==> src/rtl/cr16_seq_gen_fsm.sv <==
// ---------------------------------------------------------------------------
// cr16_seq_gen_fsm
//
// Purpose:
//   Sequence-generator controller for the CR16 datapath. It drives the
//   datapath control inputs so that registers r0..r(NUM_REGS-1) are filled
//   with one of three run-time selectable sequences:
//     - Fibonacci  (I_MODE = 00 or 11): r[k] = r[k-1] + r[k-2]
//     - doubling   (I_MODE = 01)      : r[k] = r[k-1] + r[k-1]
//     - arithmetic (I_MODE = 10)      : r[k] = r[k-1] + (seed1 - seed0)
//   An internal reference model tracks the expected value of every term and
//   compares it against the datapath write port on each write cycle. The
//   first failing term index is captured and a sticky flag is raised.
//
// Ports:
//   I_CLK, I_RESET        clock, synchronous active-high reset
//   I_START               start pulse, honoured only in IDLE and DONE
//   I_MODE                sequence mode
//   I_SEED0, I_SEED1      values for r0 and r1
//   I_WRITE_PORT          combinational ALU result from the datapath
//   I_STEP                single-step advance (only with the macro below)
//   O_REG_ENABLE          one-hot register write enable
//   O_READ_A_SEL/B_SEL    datapath read-port selects
//   O_IMMEDIATE, O_IMM_SEL immediate operand and its operand-B select
//   O_OPCODE              ALU opcode (1 = unsigned add while writing)
//   O_DP_NRESET           active-low datapath register-file reset
//   O_BUSY, O_DONE        run status
//   O_MISMATCH            sticky compare-failure flag
//   O_FAIL_INDEX          term index of the first compare failure
//
// Configuration:
//   CR16_SEQ_SINGLE_STEP_EN  when defined, adds I_STEP; CLEAR, SEED0, SEED1
//                            and RUN then wait for I_STEP=1 before each
//                            advance. When undefined the FSM advances every
//                            clock.
// ---------------------------------------------------------------------------
module cr16_seq_gen_fsm #(
    parameter int DATA_WIDTH = 16,
    parameter int NUM_REGS   = 16,
    parameter int SEL_WIDTH  = 4
) (
    input  logic                  I_CLK,
    input  logic                  I_RESET,
    input  logic                  I_START,
    input  logic [1:0]            I_MODE,
    input  logic [DATA_WIDTH-1:0] I_SEED0,
    input  logic [DATA_WIDTH-1:0] I_SEED1,
    input  logic [DATA_WIDTH-1:0] I_WRITE_PORT,
`ifdef CR16_SEQ_SINGLE_STEP_EN
    input  logic                  I_STEP,
`endif
    output logic [15:0]           O_REG_ENABLE,
    output logic [SEL_WIDTH-1:0]  O_READ_A_SEL,
    output logic [SEL_WIDTH-1:0]  O_READ_B_SEL,
    output logic [DATA_WIDTH-1:0] O_IMMEDIATE,
    output logic                  O_IMM_SEL,
    output logic [3:0]            O_OPCODE,
    output logic                  O_DP_NRESET,
    output logic                  O_BUSY,
    output logic                  O_DONE,
    output logic                  O_MISMATCH,
    output logic [SEL_WIDTH-1:0]  O_FAIL_INDEX
);

    localparam logic [2:0] ST_IDLE  = 3'd0;
    localparam logic [2:0] ST_CLEAR = 3'd1;
    localparam logic [2:0] ST_SEED0 = 3'd2;
    localparam logic [2:0] ST_SEED1 = 3'd3;
    localparam logic [2:0] ST_RUN   = 3'd4;
    localparam logic [2:0] ST_DONE  = 3'd5;

    localparam logic [1:0] MODE_DOUBLE = 2'b01;
    localparam logic [1:0] MODE_ARITH  = 2'b10;

    localparam logic [SEL_WIDTH-1:0] SEL_ONE    = SEL_WIDTH'(1);
    localparam logic [SEL_WIDTH-1:0] SEL_TWO    = SEL_WIDTH'(2);
    localparam logic [SEL_WIDTH-1:0] LAST_INDEX = SEL_WIDTH'(NUM_REGS - 1);

    localparam logic [3:0] OP_ADD = 4'd1;

    logic [2:0]            state_q, state_d;
    logic [SEL_WIDTH-1:0]  index_q, index_d;
    logic [1:0]            mode_q, mode_d;
    logic [DATA_WIDTH-1:0] seed0_q, seed0_d;
    logic [DATA_WIDTH-1:0] seed1_q, seed1_d;
    logic [DATA_WIDTH-1:0] delta_q, delta_d;
    logic [DATA_WIDTH-1:0] p1_q, p1_d;
    logic [DATA_WIDTH-1:0] p2_q, p2_d;
    logic                  mismatch_q, mismatch_d;
    logic [SEL_WIDTH-1:0]  fail_index_q, fail_index_d;

    logic                  advance;
    logic [DATA_WIDTH-1:0] exp_val;

`ifdef CR16_SEQ_SINGLE_STEP_EN
    assign advance = I_STEP;
`else
    assign advance = 1'b1;
`endif

    // Expected value of the term being written this cycle. The index
    // register doubles as the term index (0 in SEED0, 1 in SEED1), so the
    // same value is captured as the fail index in every write state.
    always_comb begin
        exp_val = '0;
        case (state_q)
            ST_SEED0: exp_val = seed0_q;
            ST_SEED1: exp_val = seed1_q;
            ST_RUN: begin
                case (mode_q)
                    MODE_DOUBLE: exp_val = p1_q + p1_q;
                    MODE_ARITH:  exp_val = p1_q + delta_q;
                    default:     exp_val = p1_q + p2_q;
                endcase
            end
            default: exp_val = '0;
        endcase
    end

    // Next-state, model and compare logic. A START in IDLE or DONE latches
    // the run configuration and clears the sticky compare result; every
    // advancing write cycle shifts the model history and checks the port.
    always_comb begin
        state_d      = state_q;
        index_d      = index_q;
        mode_d       = mode_q;
        seed0_d      = seed0_q;
        seed1_d      = seed1_q;
        delta_d      = delta_q;
        p1_d         = p1_q;
        p2_d         = p2_q;
        mismatch_d   = mismatch_q;
        fail_index_d = fail_index_q;

        case (state_q)
            ST_IDLE, ST_DONE: begin
                if (I_START) begin
                    mode_d       = I_MODE;
                    seed0_d      = I_SEED0;
                    seed1_d      = I_SEED1;
                    delta_d      = I_SEED1 - I_SEED0;
                    index_d      = '0;
                    mismatch_d   = 1'b0;
                    fail_index_d = '0;
                    state_d      = ST_CLEAR;
                end
            end
            ST_CLEAR: begin
                if (advance) begin
                    state_d = ST_SEED0;
                end
            end
            ST_SEED0, ST_SEED1, ST_RUN: begin
                if (advance) begin
                    p2_d = p1_q;
                    p1_d = exp_val;
                    if (I_WRITE_PORT != exp_val) begin
                        mismatch_d = 1'b1;
                        if (!mismatch_q) begin
                            fail_index_d = index_q;
                        end
                    end
                    if (state_q == ST_SEED0) begin
                        index_d = SEL_ONE;
                        state_d = ST_SEED1;
                    end else if (state_q == ST_SEED1) begin
                        index_d = SEL_TWO;
                        state_d = ST_RUN;
                    end else if (index_q == LAST_INDEX) begin
                        state_d = ST_DONE;
                    end else begin
                        index_d = index_q + SEL_ONE;
                    end
                end
            end
            default: state_d = ST_IDLE;
        endcase
    end

    // State and model registers; reset returns to IDLE from anywhere.
    always_ff @(posedge I_CLK) begin
        if (I_RESET) begin
            state_q      <= ST_IDLE;
            index_q      <= '0;
            mode_q       <= '0;
            seed0_q      <= '0;
            seed1_q      <= '0;
            delta_q      <= '0;
            p1_q         <= '0;
            p2_q         <= '0;
            mismatch_q   <= 1'b0;
            fail_index_q <= '0;
        end else begin
            state_q      <= state_d;
            index_q      <= index_d;
            mode_q       <= mode_d;
            seed0_q      <= seed0_d;
            seed1_q      <= seed1_d;
            delta_q      <= delta_d;
            p1_q         <= p1_d;
            p2_q         <= p2_d;
            mismatch_q   <= mismatch_d;
            fail_index_q <= fail_index_d;
        end
    end

    // Datapath control decode. In SEED0/SEED1 port A reads a register that
    // CLEAR has just zeroed, so the ALU passes the immediate straight through.
    always_comb begin
        O_REG_ENABLE = '0;
        O_READ_A_SEL = '0;
        O_READ_B_SEL = '0;
        O_IMMEDIATE  = '0;
        O_IMM_SEL    = 1'b0;
        O_OPCODE     = '0;
        O_DP_NRESET  = 1'b1;
        O_BUSY       = 1'b0;
        O_DONE       = 1'b0;

        case (state_q)
            ST_CLEAR: begin
                O_DP_NRESET = 1'b0;
                O_BUSY      = 1'b1;
            end
            ST_SEED0: begin
                O_REG_ENABLE = 16'h0001;
                O_IMM_SEL    = 1'b1;
                O_IMMEDIATE  = seed0_q;
                O_OPCODE     = OP_ADD;
                O_BUSY       = 1'b1;
            end
            ST_SEED1: begin
                O_REG_ENABLE = 16'h0002;
                O_READ_A_SEL = SEL_ONE;
                O_IMM_SEL    = 1'b1;
                O_IMMEDIATE  = seed1_q;
                O_OPCODE     = OP_ADD;
                O_BUSY       = 1'b1;
            end
            ST_RUN: begin
                O_REG_ENABLE = 16'h0001 << index_q;
                O_READ_A_SEL = index_q - SEL_ONE;
                O_OPCODE     = OP_ADD;
                O_BUSY       = 1'b1;
                case (mode_q)
                    MODE_DOUBLE: O_READ_B_SEL = index_q - SEL_ONE;
                    MODE_ARITH: begin
                        O_IMM_SEL   = 1'b1;
                        O_IMMEDIATE = delta_q;
                    end
                    default:     O_READ_B_SEL = index_q - SEL_TWO;
                endcase
            end
            ST_DONE: O_DONE = 1'b1;
            default: O_DONE = 1'b0;
        endcase
    end

    assign O_MISMATCH   = mismatch_q;
    assign O_FAIL_INDEX = fail_index_q;

endmodule

==> config.mk <==
export PLATFORM = sky130hd
export DESIGN_NAME = cr16_seq_gen_fsm
export DESIGN_NICKNAME = d
export VERILOG_FILES = /design/src/rtl/cr16_seq_gen_fsm.sv
export SDC_FILE = /design/constraint.sdc
export NUM_CORES = 1
export LEC_CHECK = 0
export ABC_AREA = 1
export ABC_CLOCK_PERIOD_IN_PS = 6750
export CAP_MARGIN = 20
export CORE_MARGIN = 8
export CORE_UTILIZATION = 59
export CTS_CLUSTER_DIAMETER = 60
export DETAILED_ROUTE_END_ITERATION = 8
export PLACE_DENSITY = 0.87
export SYNTH_ARGS = -nofsm -noshare
export SYNTH_HDL_FRONTEND = slang
export SYNTH_SLANG_ARGS = --single-unit
==> constraint.sdc <==
create_clock -name I_CLK -period 6.75 [get_ports I_CLK]
set_input_delay 1.0125 -clock I_CLK [delete_from_list [all_inputs] [get_ports I_CLK]]
set_output_delay 1.0125 -clock I_CLK [all_outputs]
set_load 0.05 [all_outputs]
==> metrics.yaml, run 1 <==
logic_synthesis:
  ys.flop_type: "dfxtp_1"
  syn_inst: 1029
  yosys_warnings: 0
  seq_area_frac_synth_pct: 28.3
  synth-seq-cells: 94
  synth_area_per_cell_um2: 6.47
  synth-edff-count: 0
  synth_cell_type_count: 48
  async_flop_share_pct: 0
  netlist_area_mm2: 0.00666
cells_and_area:
  multi_input_area_mm2: 0.00388
  seqCellArea_mm2: 0.00188
  fillers: 895
  nNetsFinal: 1204
  antenna_cells: 0
  drive_gt1_share_pct: 4.06
  area_delta_synth_final_pct: 20.6
power_and_ir_drop:
  p_clk_share_pct: 23.7
  ir_worst_vdd_v: 0.000192
  p_int_mw: 1.35
  p_sw_share_pct: 42.3
  powerDensity_mw_per_mm2: 291
  seq_power_share_pct: 31.7
  comb_power_share_pct: 44.6
  p_leak_nw: 3.84
  p_switching_uw: 989
worst_hold_path:
  hp-start: "seed1_q[5]$_SDFFE_PP0P_"
  hp-class: "reg2reg"
  hold_end: "seed1_q[5]$_SDFFE_PP0P_"
  worst_hold_path.num_cells: 2
timing:
  tightest_slew_ps: 898
  max_freq_ghz: 0.241
  rsz0062_at_grt: "false"
  fin_tns_setup_ps: 0
  period_minus_slack_ps: 4150
  hold_violations: 0
  setup-violations-final: 0
  drv_slew: 0
  final.period_utilization_pct: 61.5
  max_slew_margin_pct: 40.1
  layout_setup_ws_ps: 2600
  worst_clock_skew_ps: 6.31
placement:
  dp_hpwl_mm: 14.3
  io_buffers: 102
  dp_slack_ps: 2740
  gp_congestion: 0.962
clocking:
  cts_tree: "built"
  cts_resized: 0
  clkTransAtPathRegs_ps: 60
  cts-buffers-inserted: 9
  holdBufCountCts: 0
  clkSinkCount: 94
  postCtsSetupBuffers: 0
  clk_latency_ps: 350
  clk_path_buf_depth: 2
  htree_levels: 3
  cts_root_buf: "clkbuf_16"
floorplanning:
  die_w_um: 122
  initial_core_util_pct: 60.9
  ios: 106
  num_rows: 38
  die_area_mm2: 0.0149
  die_h_um: 122
  core_area_mm2: 0.0109
grt:
  overflow: 0
  gr-usage-all-layers_pct: 25.7
  grt_max_degree: 80
  grt_pass1_wl_mm: 30.9
  grt_pass1_vias: 6408
  grt_antenna_before_repair: 0
worst_setup_path:
  startpoint_type: "register"
  crit_top_cell: "inv_2"
  r2r_slack_ps: 2640
  end_kind: "primary output"
  crit-reg2reg-capture: "O_FAIL_INDEX[2]$_SDFFE_PP0P_"
  crit_slowest_cell: "clkdlybuf4s50_1"
  worstSetupPathType: "reg2out"
  slowest_delay_ps: 840
  worstPathCellList: "inv_2 -> nand3_4 -> inv_2 -> nand2_1 -> o21ai_0 -> clkdlybuf4s50_1"
  timing.rr.start: "mode_q[0]$_SDFFE_PP0P_"
  arrival_ps: 3140
  ff2ff_path_depth: 26
  path_max_fanout: 28
  required_ps: 5740
detailed_routing:
  vias: 6970
  drtIter0Drc: 700
  drc_errors: 0
  ant_nets: 0
  wl_per_cell_um: 15.4
  avgViaCountPerCell: 5.58
  wirelength_mm: 19.3
  drtPass1Iterations: 5
run_status:
  status: "completed"
run:
  maxCapViolations: 0
## flip-flops by register name, indices dropped and copies added (netlist names)
register      flops
O_FAIL_INDEX      4
O_MISMATCH        1
delta_q          16
index_q           4
mode_q            2
p1_q             16
p2_q             16
seed0_q          16
seed1_q          16
state_q           3
## metrics by stage
stage	utilization, %	cells	total power, mW	area [µm²]	hold WS [ps]
2_1_floorplan	-	1031	1.49	6660	430
3_3_place_gp	70.2	1232	1.73	7680	441
3_5_place_dp	70.2	1232	1.75	7680	447
4_1_cts	73.1	1248	2.31	8000	456
5_1_grt	73.4	1249	2.48	8020	479
6_report	73.4	1249	2.34	8020	454
## cells in the mapped netlist (2+ instances only)
library cell | count | area share, %
nand2_1 | 189 | 11
inv_1 | 178 | 10
o21ai_0 | 126 | 9.5
dfxtp_1 | 94 | 28
a21oi_1 | 91 | 6.8
nor2_1 | 80 | 4.5
nand3_1 | 59 | 4.4
ha_1 | 45 | 8.5
clkbuf_1 | 31 | 1.7
o211ai_1 | 16 | 1.8
nand4_1 | 13 | 1.2
xor2_1 | 11 | 1.4
nor3_1 | 9 | 0.68
o22ai_1 | 8 | 0.75
buf_4 | 7 | 0.79
a211oi_1 | 6 | 0.68
nand3b_1 | 6 | 0.68
o21bai_1 | 6 | 0.68
inv_2 | 5 | 0.28
a31oi_1 | 4 | 0.38
clkinv_1 | 4 | 0.23
nor2_2 | 4 | 0.38
a21o_1 | 3 | 0.34
fa_1 | 2 | 0.60
nand2_2 | 2 | 0.19
nand3_2 | 2 | 0.30
nand3_4 | 2 | 0.53
nor3_4 | 2 | 0.49
o221ai_1 | 2 | 0.26
o22ai_2 | 2 | 0.38
o311ai_0 | 2 | 0.26
or2_2 | 2 | 0.19
## routing by layer
metal	track usage (%)	routed length, µm	up-vias
met2	41.3	8900	300
met1	34.1	8500	3145
li1	-	-	3492
met3	3.33	1440	33
met4	10.3	420	0
met5	0	0	-
## placed cells by master (no fill, tap or decap), types with 2 or more instances in the layout
| master | n |
|---|---|
| nor3_1 | 9 |
| nand4_1 | 13 |
| nand3b_1 | 6 |
| nand2_2 | 2 |
| a21oi_1 | 91 |
| o21bai_1 | 6 |
| nand3_4 | 2 |
| nor3_4 | 2 |
| bufinv_16 | 2 |
| inv_2 | 6 |
| o221ai_1 | 2 |
| o311ai_0 | 2 |
| o21ai_0 | 126 |
| or2_2 | 2 |
| clkbuf_16 | 9 |
| inv_1 | 177 |
| clkinv_1 | 4 |
| a21o_1 | 3 |
| a211oi_1 | 6 |
| nand3_1 | 59 |
| conb_1 | 3 |
| o211ai_1 | 16 |
| clkdlybuf4s50_1 | 102 |
| nand3_2 | 2 |
| a31oi_1 | 4 |
| nand2_1 | 189 |
| nor2_1 | 79 |
| clkinv_2 | 2 |
| ha_1 | 45 |
| clkbuf_1 | 2 |
| buf_4 | 2 |
| xor2_1 | 11 |
| o22ai_2 | 2 |
| fa_1 | 2 |
| nor2_2 | 4 |
| dfxtp_1 | 94 |
| o22ai_1 | 8 |
## final cells by class
type	instances	area share, %
clock buffer	12	3.07
multi-input combinational	706	48.3
timing repair buffer	105	13.3
sequential	94	23.5
tap	140	2.18
clock inverter	4	0.873
inverter	188	8.83
## power groups by stage
stage	clock [mW]	sequential [mW]	combinational [mW]
global placement	0	0.745	0.985
detailed placement	0	0.748	1.01
floorplan	0	0.755	0.737
global route	0.578	0.752	1.15
CTS	0.555	0.738	1.02
finish	0.554	0.742	1.04
## how the worst max path moves through the flow
stage,from,end,slack [ps],cells after the start
6_report,state_q[0]$_SDFFE_PP0P_,O_REG_ENABLE[0],2600,6
5_1_grt,mode_q[0]$_SDFFE_PP0P_,O_FAIL_INDEX[0]$_SDFFE_PP0P_,2240,26
4_1_cts,state_q[2]$_SDFFE_PP0P_,O_REG_ENABLE[0],2630,5
3_5_place_dp,mode_q[0]$_SDFFE_PP0P_,O_FAIL_INDEX[2]$_SDFFE_PP0P_,2740,26
3_3_place_gp,mode_q[0]$_SDFFE_PP0P_,O_FAIL_INDEX[1]$_SDFFE_PP0P_,2910,26
2_1_floorplan,state_q[0]$_SDFFE_PP0P_,O_IMMEDIATE[0],3190,4
## critical path: cells and delay by family, from the launching register on
family / cells / cell delay, ps
flip-flops: 1 / 420
AO/OA/AOI/OAI: 1 / 240
buffers and inverters: 3 / 1510
AND/OR/NAND/NOR: 2 / 610
## logic make-up after synthesis
family / after synthesis / synth area share (%)
and+or+nand+nor: 373 / 24.6
xor gates and xnor gates: 13 / 1.82
DFF: 94 / 28.3
other: 1 / 0.0563
buffers and inverters: 231 / 13.7
AOI/OAI and AO/OA: 270 / 22.5
adders and majority gates: 47 / 9.06
(Power assumes the default switching activity.)
==> run 2: changes to the inputs <==
--- a/config.mk
+++ b/config.mk
@@ -6,13 +6,13 @@
 export NUM_CORES = 1
 export LEC_CHECK = 0
 export ABC_AREA = 1
-export ABC_CLOCK_PERIOD_IN_PS = 6750
+export ABC_CLOCK_PERIOD_IN_PS = 3600
 export CAP_MARGIN = 20
 export CORE_MARGIN = 8
-export CORE_UTILIZATION = 59
+export CORE_UTILIZATION = 50
 export CTS_CLUSTER_DIAMETER = 60
 export DETAILED_ROUTE_END_ITERATION = 8
-export PLACE_DENSITY = 0.87
+export PLACE_DENSITY = 0.78
 export SYNTH_ARGS = -nofsm -noshare
 export SYNTH_HDL_FRONTEND = slang
 export SYNTH_SLANG_ARGS = --single-unit
==> constraint.sdc (replaced) <==
create_clock -name I_CLK -period 3.6 [get_ports I_CLK]
set_input_delay 0.54 -clock I_CLK [delete_from_list [all_inputs] [get_ports I_CLK]]
set_output_delay 0.54 -clock I_CLK [all_outputs]
set_load 0.05 [all_outputs]
==> run 2 against run 1 <==
Net effect: via count fell by 0.63%; setup slack worse by 2300 ps; critical endpoint is now O_FAIL_INDEX[2]$_SDFFE_PP0P_; design area up 2.2%; largest power group unchanged; critical path depth is 19 higher; critical path type is now reg2reg; total power is 89% higher.
==> metrics.yaml, run 2 (synthesis results as in run 1) <==
run_status:
  status: "completed"  # unchanged
worst_hold_path:
  hp-class: "reg2reg"  # unchanged
  hp-start: "seed1_q[13]$_SDFFE_PP0P_"  # was seed1_q[5]$_SDFFE_PP0P_
  hold_end: "seed1_q[13]$_SDFFE_PP0P_"  # was seed1_q[5]$_SDFFE_PP0P_
  worst_hold_path.num_cells: 2  # unchanged
timing:
  layout_setup_ws_ps: 283  # was 2600 ps
  worst_clock_skew_ps: 7.97  # was 6.31 ps
  drv_slew: 0  # unchanged
  tightest_slew_ps: 638  # was 898 ps
  max_slew_margin_pct: 57.4  # was 40.1%
  hold_violations: 0  # unchanged
  holdWs_ps: 454  # about the same
  fin_tns_setup_ps: 0  # unchanged
  final.period_utilization_pct: 92.1
  rsz0062_at_grt: "false"  # unchanged
  period_minus_slack_ps: 3320
  max_freq_ghz: 0.301
  setup-violations-final: 0  # unchanged
detailed_routing:
  avgViaCountPerCell: 5.34  # was 5.58
  wl_per_cell_um: 14.9  # was 15.4 µm
  drc_errors: 0  # unchanged
  drtPass1Iterations: 5  # unchanged
  drtIter0Drc: 584  # was 700
  vias: 6926  # was 6970
  wirelength_mm: 19.4  # was 19.3 mm
  ant_nets: 0  # unchanged
worst_setup_path:
  arrival_ps: 3570  # was 3140 ps
  required_ps: 3850  # was 5740 ps
  crit-reg2reg-capture: "O_FAIL_INDEX[2]$_SDFFE_PP0P_"  # unchanged
  ff2ff_path_depth: 25  # was 26
  timing.rr.start: "mode_q[0]$_SDFFE_PP0P_"  # unchanged
  crit_start: "mode_q[0]$_SDFFE_PP0P_"  # was state_q[0]$_SDFFE_PP0P_
  path_max_fanout: 6  # was 28
  r2r_slack_ps: 280  # was 2640 ps
  end_kind: "register"  # was primary output
  startpoint_type: "register"  # unchanged
  worstSetupPathType: "reg2reg"  # was reg2out
floorplanning:
  die_w_um: 131  # was 122 µm
  die_h_um: 131  # was 122 µm
  num_rows: 42  # was 38
  initial_core_util_pct: 50.7  # was 60.9%
  ios: 106  # unchanged
  core_area_mm2: 0.0131  # was 0.0109 mm²
  die_area_mm2: 0.0173  # was 0.0149 mm²
cells_and_area:
  final_common_cell: "nand2_1"  # unchanged
  layout_common_cells: "189 x nand2_1, 174 x inv_1, 124 x o21ai_0"  # was 189 x nand2_1, 177 x inv_1, 126 x o21ai_0
  fillers: 1264  # was 895
  nNetsFinal: 1216  # was 1204
  drive_gt1_share_pct: 6.43  # was 4.06%
  area_delta_synth_final_pct: 23.2  # was 20.6%
clocking:
  cts_tree: "built"  # unchanged
  clk_latency_ps: 350  # about the same
  clk_path_buf_depth: 2  # unchanged
  htree_levels: 3  # unchanged
  cts_root_buf: "clkbuf_16"  # unchanged
  clkTransAtPathRegs_ps: 70  # was 60 ps
  postCtsSetupBuffers: 0  # unchanged
  clkSinkCount: 94  # unchanged
  cts-buffers-inserted: 9  # unchanged
grt:
  overflow: 0  # unchanged
  grt_pass1_wl_mm: 31.6  # was 30.9 mm
  grt_max_degree: 63  # was 80
  grt_pass1_vias: 6446  # was 6408
  grt_antenna_before_repair: 1  # was 0
  gr-usage-all-layers_pct: 21.9  # was 25.7%
placement:
  dp_hpwl_mm: 15.1  # was 14.3 mm
  gp_congestion: 0.899  # was 0.962
  dp_slack_ps: 147  # was 2740 ps
  io_buffers: 102  # unchanged
power_and_ir_drop:
  p_leak_nw: 3.88  # was 3.84 nW
  p_total_mw: 4.42  # was 2.34 mW
  ir_worst_vdd_v: 0.000291  # was 0.000192 V
  powerDensity_mw_per_mm2: 539  # was 291 mW/mm²
run:
  maxCapViolations: 0  # unchanged
[run 2: cell types whose count changed in the layout (fill, tap and decap cells not counted), moves of 3 or more]
cell | previous run | this run
inv_1 | 177 | 174
nor2_2 | 4 | 8
ha_1 | 45 | 42
inv_2 | 6 | 9
a21oi_1 | 91 | 88
buf_4 | 2 | 14
a21oi_2 | 1 | 4
nor2_1 | 79 | 75
[run 2: layout make-up]
class,instances,area (µm²),area share [%]
clock buffers,10,229,2.79
diodes,1,2.50,0.0305
repair buffers,117,1140,13.9
well taps,176,220,2.69
inverters,188,708,8.64
multi-input cells,706,3930,48.0
flip-flops and latches,94,1880,23.0
clock inverters,5,83.8,1.02
[run 2: worst max path at each step]
stage,end,cells past startpoint
2_1_floorplan,O_FAIL_INDEX[0]$_SDFFE_PP0P_,27
3_3_place_gp,O_FAIL_INDEX[2]$_SDFFE_PP0P_,24
3_5_place_dp,O_FAIL_INDEX[2]$_SDFFE_PP0P_,24
4_1_cts,O_FAIL_INDEX[2]$_SDFFE_PP0P_,24
5_1_grt,O_FAIL_INDEX[2]$_SDFFE_PP0P_,25
6_report,O_FAIL_INDEX[2]$_SDFFE_PP0P_,25
[run 2: metal layers]
metal / up-vias / share of wire, % / track usage, %
li1: 3510 / - / -
met1: 3138 / 46 / 28.9
met2: 254 / 47 / 35.3
met3: 24 / 5.5 / 3.81
met4: 0 / 2.1 / 7.91
met5: - / 0 / 0
[run 2: per-stage QoR]
| stage | instance area, µm² | util [%] | cells |
|---|---|---|---|
| 5_1_grt | 8200 | 62.4 | 1297 |
| 3_3_place_gp | 7820 | 59.5 | 1281 |
| 6_report | 8200 | 62.4 | 1297 |
| 3_5_place_dp | 7820 | 59.5 | 1281 |
| 2_1_floorplan | 6660 | - | 1031 |
| 4_1_cts | 8140 | 61.9 | 1296 |
[run 2: what timing repair did]
item,4_1_cts,5_1_grt
gates resized for setup,0,19
setup endpoints to repair,0,5
hold buffers,0,0
[run 2: critical path: stages, from the launching register on]
cell      delay (ps)
dfxtp_2          340
inv_1            110
ha_4             150
inv_1            100
o21ai_1          150
o21ai_0          120
inv_1             70
ha_2             200
inv_1             60
fa_1             390
inv_2             90
nand3_1           80
nand2_1          100
nand2_1           60
nand3_1          120
a21oi_1           80
nor2_1           140
nand3_1          100
nor2_2           110
nand3_1          120
nor2_2           120
nand3_2          140
nand3_2          120
nand2_1           60
clkinv_1          60
nor2_2            30
[run 2: report_power, final]
part           leakage [nW]  internal (mW)  switching (mW)
combinational          2.96          0.690            1.31
clock                 0.145          0.608           0.417
sequential            0.773           1.25           0.143
==> run 3: changes to the inputs <==
--- a/config.mk
+++ b/config.mk
@@ -12,6 +12,7 @@
 export CORE_UTILIZATION = 50
 export CTS_CLUSTER_DIAMETER = 60
 export DETAILED_ROUTE_END_ITERATION = 8
+export MAX_ROUTING_LAYER = met4
 export PLACE_DENSITY = 0.78
 export SYNTH_ARGS = -nofsm -noshare
 export SYNTH_HDL_FRONTEND = slang
==> run 3 against run 2 <==
Net effect: total power about the same; register-to-register slack improved by 20 ps; routed wire length decreased by 0.16%; non-clock buffer count unchanged; clock power about the same; critical path type unchanged; sequential share of layout area unchanged; first-iteration DRC count decreased by 8.6%; setup slack improved by 15 ps; die area unchanged; largest cell class unchanged; fmax increased by 0.47%; final cell count unchanged.
==> metrics.yaml, run 3 (synthesis results as in run 1) <==
floorplanning:
  ios: 106  # unchanged
  die_area_mm2: 0.0173  # unchanged
  num_rows: 42  # unchanged
  initial_core_util_pct: 50.7  # unchanged
  core_area_mm2: 0.0131  # unchanged
  die_w_um: 131  # unchanged
  die_h_um: 131  # unchanged
grt:
  grt_pass1_wl_mm: 31.6  # about the same
  grt_antenna_before_repair: 1  # unchanged
  grt_pass1_vias: 6452  # was 6446
  overflow: 0  # unchanged
  grt_max_degree: 63  # unchanged
  gr-usage-all-layers_pct: 22.5  # was 21.9%
worst_setup_path:
  cp_num_buf_inv: 6  # unchanged
  path_max_fanout: 11  # was 6
  crit_family: "simple AND/OR/NAND/NOR gates"  # unchanged
  slowest_delay_ps: 360  # was 390 ps
  required_ps: 3850  # about the same
  end_kind: "register"  # unchanged
  crit_cells: 24  # was 25
  worstSetupPathType: "reg2reg"  # unchanged
  arrival_ps: 3550  # was 3570 ps
  startpoint_type: "register"  # unchanged
  crit_slowest_cell: "ha_1"  # was fa_1
  ff2ff_path_depth: 24  # was 25
  worstPathCellList: "inv_1 -> ha_4 -> inv_2 -> buf_4 -> o211ai_1 -> o21ai_0 -> inv_1 -> ha_1 -> inv_1 -> nor3_2 -> and2_1 -> nand2_1 -> nand2_1 -> nand2_1 -> nand3_1 -> nand2_1 -> nand2_1 -> nand3_1 -> nor2_1 -> nand3_2 -> nand3_2 -> nand2_1 -> clkinv_1 -> nor2_2"
  crit_top_cell: "nand2_1"
detailed_routing:
  wirelength_mm: 19.4  # about the same
  wl_per_cell_um: 14.9  # about the same
  drc_errors: 0  # unchanged
  drtIter0Drc: 534  # was 584
  vias: 6943  # was 6926
  ant_nets: 0  # unchanged
  drtPass1Iterations: 6  # was 5
  avgViaCountPerCell: 5.35  # was 5.34
worst_hold_path:
  hp-class: "reg2reg"  # unchanged
  worst_hold_path.num_cells: 2  # unchanged
timing:
  final.period_utilization_pct: 91.7  # was 92.1%
  hold_violations: 0  # unchanged
  max_slew_margin_pct: 56.1  # was 57.4%
  fin_tns_setup_ps: 0  # unchanged
  tightest_slew_ps: 658  # was 638 ps
  max_freq_ghz: 0.303  # was 0.301 GHz
  worst_clock_skew_ps: 8.12  # was 7.97 ps
  drv_slew: 0  # unchanged
  period_minus_slack_ps: 3300  # was 3320 ps
  setup-violations-final: 0  # unchanged
  rsz0062_at_grt: "false"  # unchanged
cells_and_area:
  area_delta_synth_final_pct: 23.2  # unchanged
  final_common_cell: "nand2_1"  # unchanged
  fillers: 1264  # unchanged
  nNetsFinal: 1216  # unchanged
  layout_common_cells: "189 x nand2_1, 174 x inv_1, 124 x o21ai_0"  # unchanged
  drive_gt1_share_pct: 6.43  # unchanged
  finish.instance_area_mm2: 0.00820  # unchanged
run_status:
  status: "completed"  # unchanged
power_and_ir_drop:
  seq_power_share_pct: 31.5  # about the same
  comb_power_share_pct: 45.3  # about the same
  powerDensity_mw_per_mm2: 539  # about the same
  p_sw_share_pct: 42.4  # about the same
  ir_worst_vdd_v: 0.000291  # about the same
  p_clk_share_pct: 23.2  # about the same
  p_leak_nw: 3.88  # unchanged
  p_int_mw: 2.55  # about the same
  p_switching_mw: 1.88  # was 1.87 mW
run:
  maxCapViolations: 0  # unchanged
placement:
  place_area_mm2: 0.00782  # unchanged
  gp_congestion: 0.914  # was 0.899
  dp_hpwl_mm: 15.1  # unchanged
  io_buffers: 102  # unchanged
clocking:
  clkSinkCount: 94  # unchanged
  htree_levels: 3  # unchanged
  cts_tree: "built"  # unchanged
  clkTransAtPathRegs_ps: 70  # about the same
  clk_latency_ps: 350  # about the same
  clk_path_buf_depth: 2  # unchanged
  cts_root_buf: "clkbuf_16"  # unchanged
  postCtsSetupBuffers: 0  # unchanged
  holdBufCountCts: 0  # unchanged
  cts-buffers-inserted: 9  # unchanged
-- run 3: routing by layer --
layer	wire [µm]	track usage (%)
met5	0	-
met4	454	9.06
met3	1040	2.71
met2	9020	35.3
met1	8830	29.0
-- run 3: final timing paths --
check / start / to / slack [ps]
setup / recovery: mode_q[0]$_SDFFE_PP0P_ / O_FAIL_INDEX[2]$_SDFFE_PP0P_ / 300
hold reg to reg: seed1_q[5]$_SDFFE_PP0P_ / seed1_q[5]$_SDFFE_PP0P_ / 450
setup reg to reg: mode_q[0]$_SDFFE_PP0P_ / O_FAIL_INDEX[2]$_SDFFE_PP0P_ / 300
hold / removal: seed1_q[5]$_SDFFE_PP0P_ / seed1_q[5]$_SDFFE_PP0P_ / 450
-- run 3: cell type report --
class / count / area (µm²) / share of cell area, %
Tap cell: 176 / 220 / 2.69
Clock inverter: 5 / 83.8 / 1.02
Timing Repair Buffer: 117 / 1140 / 13.9
Inverter: 188 / 708 / 8.64
Clock buffer: 10 / 229 / 2.79
Antenna cell: 1 / 2.50 / 0.0305
Multi-Input combinational cell: 706 / 3930 / 48.0
Sequential cell: 94 / 1880 / 23.0
-- run 3: what timing repair did --
item                       CTS  global route
hold endpoints to repair     0             0
resized for setup            0            19
setup endpoints to repair    0             5
-- run 3: worst min-delay path, cell delays in order (launching register included) --
cell     delay [ps]
dfxtp_1         300
inv_1            60
a21oi_1          50
-- run 3: power groups by stage --
stage / clock, mW / sequential, mW / combinational (mW)
global placement: 0 / 1.40 / 1.91
global route: 1.07 / 1.41 / 2.22
floorplan: 0 / 1.42 / 1.38
CTS: 1.03 / 1.38 / 1.95
detailed placement: 0 / 1.40 / 1.94
finish: 1.03 / 1.39 / 2.00
-- run 3: per-stage QoR --
step	instances	setup WS, ps	power, mW	util (%)	hold WS [ps]
6_report	1297	298	4.42	62.4	454
5_1_grt	1297	4.46	4.71	62.4	484
4_1_cts	1296	144	4.37	61.9	453
3_5_place_dp	1281	147	3.34	59.5	446
3_3_place_gp	1281	229	3.31	59.5	438
2_1_floorplan	1031	413	2.80	-	430
